--- config.mk ---
export PLATFORM = sky130hd
export DESIGN_NAME = mult_div_unit
export DESIGN_NICKNAME = d
export VERILOG_FILES = /design/src/rtl/mult_div_unit.sv
export SDC_FILE = /design/constraint.sdc
export NUM_CORES = 1
export LEC_CHECK = 0
export CORE_UTILIZATION = 32
export CTS_BUF_LIST = sky130_fd_sc_hd__clkbuf_4
export CTS_CLUSTER_SIZE = 25
export DETAILED_ROUTE_END_ITERATION = 8
export SLEW_MARGIN = 20
export SYNTH_ARGS = -nofsm -noshare
export SYNTH_HDL_FRONTEND = slang
export SYNTH_SLANG_ARGS = --single-unit
--- constraint.sdc ---
create_clock -name clk -period 10.15 [get_ports clk]
set_input_delay 1.015 -clock clk [delete_from_list [all_inputs] [get_ports clk]]
set_output_delay 1.015 -clock clk [all_outputs]
set_load 0.02 [all_outputs]
--- src/rtl/mult_div_unit.sv ---
// mult_div_unit: iterative radix-2 multiply/divide unit that owns HI/LO.
// Multiply is MSB-first shift-add on operand magnitudes; divide is restoring
// shift-subtract. Signs are applied once in FIX, after the magnitude loop.
module mult_div_unit #(
  parameter int WIDTH = 32
) (
  input  logic             clk,
  input  logic             rst,
  input  logic             md_start,
  input  logic [1:0]       md_op,
  input  logic [WIDTH-1:0] md_op_x,
  input  logic [WIDTH-1:0] md_op_y,
  input  logic             md_kill,
  input  logic             hi_we,
  input  logic             lo_we,
  input  logic [WIDTH-1:0] mt_data,
  output logic             busy,
  output logic             done,
  output logic             div_by_zero,
  output logic [WIDTH-1:0] hi,
  output logic [WIDTH-1:0] lo
);

  localparam int CW = (WIDTH > 1) ? $clog2(WIDTH) : 1;

  localparam logic [1:0] OP_MULT = 2'b00;
  localparam logic [1:0] OP_DIV  = 2'b10;

  typedef enum logic [1:0] {
    IDLE = 2'b00,
    RUN  = 2'b01,
    FIX  = 2'b10
  } state_t;

  state_t             state_q;
  logic [1:0]         op_q;
  logic               sign_x_q;
  logic               sign_y_q;
  logic [WIDTH-1:0]   x_q;
  logic [WIDTH-1:0]   y_q;
  logic [2*WIDTH-1:0] acc_q;
  logic [CW-1:0]      cnt_q;
  logic [WIDTH-1:0]   hi_q;
  logic [WIDTH-1:0]   lo_q;
  logic               busy_q;
  logic               done_q;
  logic               dbz_q;

  logic               start_signed;
  logic               neg_x;
  logic               neg_y;
  logic [WIDTH-1:0]   mag_x;
  logic [WIDTH-1:0]   mag_y;
  logic [WIDTH:0]     rem_trial;
  logic [2*WIDTH-1:0] acc_d;
  logic [WIDTH-1:0]   x_d;
  logic [2*WIDTH-1:0] prod_fix;
  logic [WIDTH-1:0]   quo_fix;
  logic [WIDTH-1:0]   rem_fix;
  logic [WIDTH-1:0]   fix_hi_d;
  logic [WIDTH-1:0]   fix_lo_d;

  // Operand magnitudes and signs captured when a new operation starts.
  always_comb begin
    start_signed = ~md_op[0];
    neg_x        = start_signed & md_op_x[WIDTH-1];
    neg_y        = start_signed & md_op_y[WIDTH-1];
    mag_x        = neg_x ? (-md_op_x) : md_op_x;
    mag_y        = neg_y ? (-md_op_y) : md_op_y;
  end

  // One iteration step: x_q shifts out its MSB as multiplier bit or dividend bit.
  always_comb begin
    x_d       = {x_q[WIDTH-2:0], 1'b0};
    rem_trial = {acc_q[2*WIDTH-2:WIDTH], x_q[WIDTH-1]} - {1'b0, y_q};
    acc_d     = acc_q;
    if (op_q[1]) begin
      if (!rem_trial[WIDTH]) begin
        acc_d = {rem_trial[WIDTH-1:0], acc_q[WIDTH-2:0], 1'b1};
      end else begin
        acc_d = {acc_q[2*WIDTH-2:WIDTH], x_q[WIDTH-1], acc_q[WIDTH-2:0], 1'b0};
      end
    end else begin
      acc_d = {acc_q[2*WIDTH-2:0], 1'b0}
            + (x_q[WIDTH-1] ? {{WIDTH{1'b0}}, y_q} : {2*WIDTH{1'b0}});
    end
  end

  // Sign correction of the magnitude result applied in FIX.
  always_comb begin
    prod_fix = acc_q;
    quo_fix  = acc_q[WIDTH-1:0];
    rem_fix  = acc_q[2*WIDTH-1:WIDTH];
    if (op_q == OP_MULT && (sign_x_q ^ sign_y_q)) begin
      prod_fix = -acc_q;
    end
    if (op_q == OP_DIV) begin
      if (sign_x_q ^ sign_y_q) begin
        quo_fix = -acc_q[WIDTH-1:0];
      end
      if (sign_x_q) begin
        rem_fix = -acc_q[2*WIDTH-1:WIDTH];
      end
    end
    if (op_q[1]) begin
      fix_hi_d = rem_fix;
      fix_lo_d = quo_fix;
    end else begin
      fix_hi_d = prod_fix[2*WIDTH-1:WIDTH];
      fix_lo_d = prod_fix[WIDTH-1:0];
    end
  end

  // Control FSM with registered busy/done/div_by_zero and the HI/LO registers.
  always_ff @(posedge clk or posedge rst) begin
    if (rst) begin
      state_q  <= IDLE;
      op_q     <= 2'b00;
      sign_x_q <= 1'b0;
      sign_y_q <= 1'b0;
      x_q      <= '0;
      y_q      <= '0;
      acc_q    <= '0;
      cnt_q    <= '0;
      hi_q     <= '0;
      lo_q     <= '0;
      busy_q   <= 1'b0;
      done_q   <= 1'b0;
      dbz_q    <= 1'b0;
    end else begin
      done_q <= 1'b0;
      dbz_q  <= 1'b0;
      case (state_q)
        IDLE: begin
          if (hi_we) begin
            hi_q <= mt_data;
          end
          if (lo_we) begin
            lo_q <= mt_data;
          end
          if (md_start && !md_kill) begin
            op_q     <= md_op;
            x_q      <= mag_x;
            y_q      <= mag_y;
            sign_x_q <= neg_x;
            sign_y_q <= neg_y;
            acc_q    <= '0;
            cnt_q    <= '0;
            busy_q   <= 1'b1;
            state_q  <= RUN;
          end
        end
        RUN: begin
          if (md_kill) begin
            busy_q  <= 1'b0;
            state_q <= IDLE;
          end else begin
            acc_q <= acc_d;
            x_q   <= x_d;
            cnt_q <= cnt_q + CW'(1);
            if (cnt_q == CW'(WIDTH - 1)) begin
              state_q <= FIX;
            end
          end
        end
        FIX: begin
          busy_q  <= 1'b0;
          state_q <= IDLE;
          if (!md_kill) begin
            hi_q   <= fix_hi_d;
            lo_q   <= fix_lo_d;
            done_q <= 1'b1;
            dbz_q  <= op_q[1] && (y_q == '0);
          end
        end
        default: begin
          busy_q  <= 1'b0;
          state_q <= IDLE;
        end
      endcase
    end
  end

  assign busy        = busy_q;
  assign done        = done_q;
  assign div_by_zero = dbz_q;
  assign hi          = hi_q;
  assign lo          = lo_q;

endmodule

==> run_results.csv, run 1 <==
group,metric,value,unit
die,num_rows,82,
grt,grt_overflow_total,0,
timing,fmax,195,MHz
timing,worst_slew_pin_slew,1110,ps
layout,syn_to_final_growth,18.3,%
synth,synth_most_common_cell,"nand2_1",
setup_path,crit_path_top_delay_cell,"clkinv_1",
setup_path,required,10810,ps
synth,muxShareOfSynthArea,0.0217,
synth,synthCells,2051,
power,p_leak,8.18,nW
synth,synth_nets,2228,
clocking,clk_path_buf_depth,3,
hold_path,hold_start,"lo[12]",
synth,synth_top_cell_by_area,"dfrtp_1",
synth,yosys.area_share.simple,0.202,
grt,grt_start_max_net_pins,81,
power,p_per_area,226,mW/mm2
route,wl_per_cell,19.8,um
synth,syn_area,0.0162,mm2
route,drt-total-wl,56900,um
synth,synth_xor_area_frac,0.102,
grt,grt_util_met3,0.0365,
die,die_w,227,um
clocking,post_cts_resized,0,
timing,slew_headroom,0.260,
setup_path,worst-path-buf-inv,2,
grt,grt_pass1_vias,15300,
die,dieArea,0.0517,mm2
layout,final_area,0.0192,mm2
hold_path,hp-class,"register to register",
setup_path,r2r_start,"x_q[31]",
synth,synthAdderAreaFrac,0.0572,
clocking,numCtsBuffers,59,
grt,grt_busiest_layer,"met2",
outcome,status,"finished, final reports clean",
clocking,post_cts_buffers,0,
layout,final_nets,2338,
timing,hold_viol_final,0,
grt,use_met2,0.336,
synth,synth_top_family_by_area,"compound AO/OA/AOI/OAI gates",
clocking,cts_hold_buf,0,
synth,synth.avg_cell_area,7.92,um2
setup_path,criticalPathCategory,"register to register",
placed_design,portBuffers,170,
clocking,path_clk_slew,70,ps
timing,finClkSkew,54.6,ps
placed_design,gp_congestion,0.930,
die,core,0.0501,mm2
timing,finalCriticalPeriod,5120,ps
synth,async_reset_ff_frac,1.00,
timing,min_period_over_period,0.505,
synth,synth_common_cells,"220 x nand2_1, 213 x o21ai_0, 206 x dfrtp_1",
synth,synth_edf_count,0,
placed_design,place_area,0.0184,mm2
placed_design,post-place-ws,5250,ps
synth,synth_top_area_frac,0.317,
grt,met1_usage,0.302,
flow_run,cap_viol_max_count,0,
die,die_h,227,um
setup_path,path_delay_family,"compound AO/OA/AOI/OAI gates",
route,via_per_inst,5.51,
clocking,cts_tree,"built",
grt,antenna_found_initial,1,
synth,synth_compound_area_frac,0.250,
synth,synth_cell_type_count,76,
setup_path,cp_max_fo,33,
clocking,htreeDepth,2,
synth,netlist_top_cells_area,"dfrtp_1 32%, o21ai_0 6.6%, ha_1 5.5%, xnor2_1 5.3%, nand2_1 5.1%",
clocking,clkSinkCount,206,
setup_path,crit_path_start_kind,"register",
setup_path,slowest_delay,800,ps
timing,setup_slack,5030,ps
layout,drive_gt1_frac,0.0689,
timing,rsz0062_at_grt,"false",
route,drtIter0Drc,1455,
setup_path,crit_chain,"clkinv_1 > ha_1 > fa_1 > nor2b_1 > o31a_1 > o211ai_1 > a21oi_1 > o21ai_0 > and2_1 > a21oi_4 > buf_4 > mux2_2 > a2bb2oi_1",
grt,grt.total_usage,0.220,
die,initial_core_util,0.324,
timing,drv_slew,0,
route,drcViolationCount,0,
synth,yosys_most_used_dff,"dfrtp_1",
setup_path,crit_path_end_kind,"register",
grt,grt_pass1_wl,87900,um
clocking,worstSkewPairLatency,800,ps
synth,synth-seq-cells,206,
placed_design,hpwlAfterDp,42900,um
setup_path,crit_start,"x_q[31]",
die,io_pins,171,
power,vdd_drop_max,0.0000759,V
synth,seq_area_frac_synth,0.317,
setup_path,arrival,5780,ps
timing,finalSetupViolCount,0,
route,vias,15900,
route,drt_pass1_iterations,5,
route,ant_nets,0,
synth,ys_warn_count,0,
timing,tns,0,ps
clocking,cts_root_buf,"clkbuf_4",
## cell type report
| class | instances | area (um2) |
|---|---|---|
| multi-input cells | 1631 | 10300 |
| fillers | 5221 | 30800 |
| clock buffers | 87 | 653 |
| flip-flops and latches | 206 | 5150 |
| repair buffers | 189 | 1860 |
| well taps | 672 | 841 |
| clock inverters | 19 | 101 |
| inverters | 74 | 285 |
| diodes | 2 | 5.00 |
## flip-flops by register name, indices dropped and copies added, names as in the netlist, 2 cells and up
| signal | count |
|---|---|
| acc_q | 64 |
| hi | 32 |
| lo | 32 |
| x_q | 32 |
| y_q | 32 |
| cnt_q | 5 |
| op_q | 2 |
| state_q | 2 |
## path summary, 6_finish.rpt
path | end | slack (ps) | cells past startpoint
max in group asynchronous | y_q[23] | 7610 | 5
setup reg to reg | acc_q[48] | 5030 | 13
hold reg to reg | lo[12] | 480 | 1
setup / recovery | acc_q[48] | 5030 | 13
hold / removal | lo[12] | 480 | 1
min in group asynchronous | lo[16] | 690 | 2
## worst register-to-register path, stage by stage, from the launching register on
cell	delay, ps
dfrtp_1	380
clkinv_1	800
ha_1	620
fa_1	410
nor2b_1	160
o31a_1	210
o211ai_1	200
a21oi_1	320
o21ai_0	190
and2_1	230
a21oi_4	530
buf_4	410
mux2_2	390
a2bb2oi_1	150
## report_power, final
part	leakage (nW)	internal (mW)	switching, mW
Combinational	5.11	0.927	1.31
Clock	0.452	0.415	0.382
Sequential	2.62	0.984	0.333
Total	8.18	2.33	2.02
## through the flow
step                       util  hold WS [ps]  power, mW  std cells
after CTS                 0.383           479       4.34       2877
after global routing      0.384           503       4.67       2880
after floorplan               -           449       2.84       2051
after global placement    0.368           462       3.49       2771
after detailed placement  0.368           465       3.52       2771
final                     0.384           477       4.35       2880
## per-layer routing
metal	routed length, um	vias to the layer above	share of wire
li1	-	7636	-
met1	26000	7550	0.46
met2	24800	596	0.43
met3	3860	99	0.068
met4	2300	0	0.040
met5	0	-	0
## cells in the final DEF, fill, tap and decap left out, types with 27 or more instances in the layout
cell type / Yosys / final
o31ai_1: 30 / 30
dfrtp_1: 206 / 206
xnor2_1: 99 / 99
clkbuf_4: 0 / 87
a22oi_1: 50 / 50
inv_1: 74 / 72
nand2_1: 220 / 220
a21oi_1: 149 / 147
xor2_1: 90 / 90
nor4_1: 27 / 27
clkdlybuf4s50_1: 0 / 170
nand3_1: 35 / 35
mux2i_1: 33 / 33
nor2_1: 194 / 192
a21o_1: 32 / 30
ha_1: 71 / 71
o21ai_0: 213 / 213
nor3_1: 45 / 45
## cell families after synthesis
family,Yosys count
AO/OA/AOI/OAI,646
XOR/XNOR,189
adder cells (fa/ha/maj),73
buffers and inverters,214
flip-flops,206
multiplexers,35
AND/OR/NAND/NOR,688
Note: power is estimated with default switching activity, not from simulation.
==> inputs of run 2 (changes only) <==
==> constraint.sdc (replaced) <==
create_clock -name clk -period 4.6 [get_ports clk]
set_input_delay 0.46 -clock clk [delete_from_list [all_inputs] [get_ports clk]]
set_output_delay 0.46 -clock clk [all_outputs]
set_load 0.02 [all_outputs]
==> run_results.csv, run 2 (synthesis results as in run 1) <==
group,metric,value,unit
route,ant_nets,0,
setup_path,r2r_start,"x_q[31]",
outcome,status,"finished, final reports clean",
clocking,clk_path_buf_depth,3,
layout,final_nets,2361,
route,wl_per_cell,19.9,um
power,p_leak,8.30,nW
layout,fin_util,0.388,
layout,layout_common_cells,"220 x nand2_1, 213 x o21ai_0, 206 x dfrtp_1, 192 x nor2_1, 170 x clkdlybuf4s50_1",
route,drcViolationCount,0,
route,drtIter0Drc,1143,
timing,setup_slack,395,ps
die,io_pins,171,
placed_design,portBuffers,170,
grt,grt_pass1_vias,15300,
die,core,0.0501,mm2
clocking,cts_tree,"built",
layout,fillers,5260,
power,p_per_area,504,mW/mm2
die,initial_core_util,0.324,
timing,slew_headroom,0.340,
setup_path,required,5280,ps
layout,syn_to_final_growth,19.5,%
clocking,worstSkewPairLatency,800,ps
clocking,cts_hold_buf,0,
clocking,htreeDepth,2,
setup_path,criticalPathCategory,"register to register",
placed_design,post-place-ws,311,ps
setup_path,r2r_slack,400,ps
timing,fmax,238,MHz
route,via_per_inst,5.48,
setup_path,r2r-end,"acc_q[61]",
placed_design,hpwlAfterDp,43900,um
power,p_total,9.78,mW
clocking,cts_root_buf,"clkbuf_4",
layout,drive_gt1_frac,0.0794,
timing,finalCriticalPeriod,4200,ps
placed_design,dp.cells,2789,
route,drt_pass1_iterations,5,
die,die_h,227,um
power,vdd_drop_max,0.000177,V
flow_run,cap_viol_max_count,0,
grt,grt_overflow_total,0,
layout,largest-register,"acc_q",
die,dieArea,0.0517,mm2
route,vias,15900,
setup_path,crit_path_end_kind,"register",
grt,grt_start_max_net_pins,152,
layout,final_common_cell,"nand2_1",
timing,min_period_over_period,0.914,
route,drt-total-wl,57900,um
placed_design,gp_congestion,0.936,
clocking,clkSinkCount,206,
setup_path,cp_max_fo,18,
timing,worst_slew_pin_slew,991,ps
die,num_rows,82,
grt,antenna_found_initial,1,
timing,finClkSkew,33.7,ps
layout,fin_cells,2902,
timing,hold_viol_final,0,
clocking,numCtsBuffers,59,
layout,largest_reg_flops,64,
timing,finalSetupViolCount,0,
setup_path,arrival,4890,ps
grt,grt.total_usage,0.223,
grt,grt_pass1_wl,88600,um
timing,drv_slew,0,
setup_path,crit_path_start_kind,"register",
timing,rsz0062_at_grt,"false",
timing,tns,0,ps
die,die_w,227,um
setup_path,reg2reg_depth,13,
clocking,path_clk_slew,70,ps
hold_path,hp-class,"input pin to asynchronous set/reset pin",
run 2: changes by cell type in the layout (fill, tap and decap cells not counted), sizes merged:
cell,delta
buf,+23
inv,-2
clkbuf,+3
bufinv,-1
clkinvlp,+2
diode,-1
clkinv,-2
run 2: worst max-delay path by stage:
stage | endpoint | cells after the start | slack [ps] | from
2_1_floorplan | acc_q[57] | 14 | 850 | x_q[31]
3_3_place_gp | acc_q[54] | 13 | 330 | x_q[31]
3_5_place_dp | acc_q[53] | 14 | 310 | x_q[31]
4_1_cts | acc_q[53] | 14 | 290 | x_q[31]
5_1_grt | acc_q[58] | 13 | 190 | x_q[31]
6_report | acc_q[61] | 13 | 400 | x_q[31]
run 2: timing repair:
action	4_1_cts	5_1_grt
buffers inserted	0	6
gates resized for setup	0	1
endpoints found under the setup margin	0	1
run 2: cell type report:
class | instances | area, um2 | area share
sequential | 206 | 5150 | 0.266
inverter | 74 | 285 | 0.0147
multi-input combinational | 1631 | 10300 | 0.532
tap | 672 | 841 | 0.0433
clock buffer | 90 | 676 | 0.0348
timing repair buffer | 212 | 2070 | 0.107
antenna | 1 | 2.50 | 0.000129
clock inverter | 16 | 63.8 | 0.00329
run 2: power by group:
group	switching [mW]	total, mW	internal [mW]	leakage (nW)
Clock	0.864	1.75	0.883	0.446
Combinational	3.03	5.22	2.19	5.23
Sequential	0.641	2.81	2.17	2.62
Total	4.53	9.78	5.24	8.30
run 2: stage by stage:
stage               cell area [um2]  hold WS [ps]
global route                  19400           270
finish                        19400           188
detailed placement            18600           466
CTS                           19300           257
floorplan                     16200           449
global placement              18600           460
run 2: metal layers:
layer / track usage / wire [um] / vias to the layer above
met5: 0 / 0 / -
met4: 0.102 / 2520 / 0
met3: 0.0408 / 4120 / 127
met2: 0.341 / 25000 / 608
met1: 0.304 / 26200 / 7471
li1: - / - / 7692
run 2: critical path, stage by stage (launching register included):
cell and delay [ps]:
dfrtp_1 420, clkinvlp_4 310, buf_4 310, ha_1 240, fa_1 410, nor2b_1 180, o31a_1 230, o211ai_1 230
a21oi_1 300, o21ai_0 210, and2_1 250, a211oi_1 500, o21ai_0 170, a311o_1 340
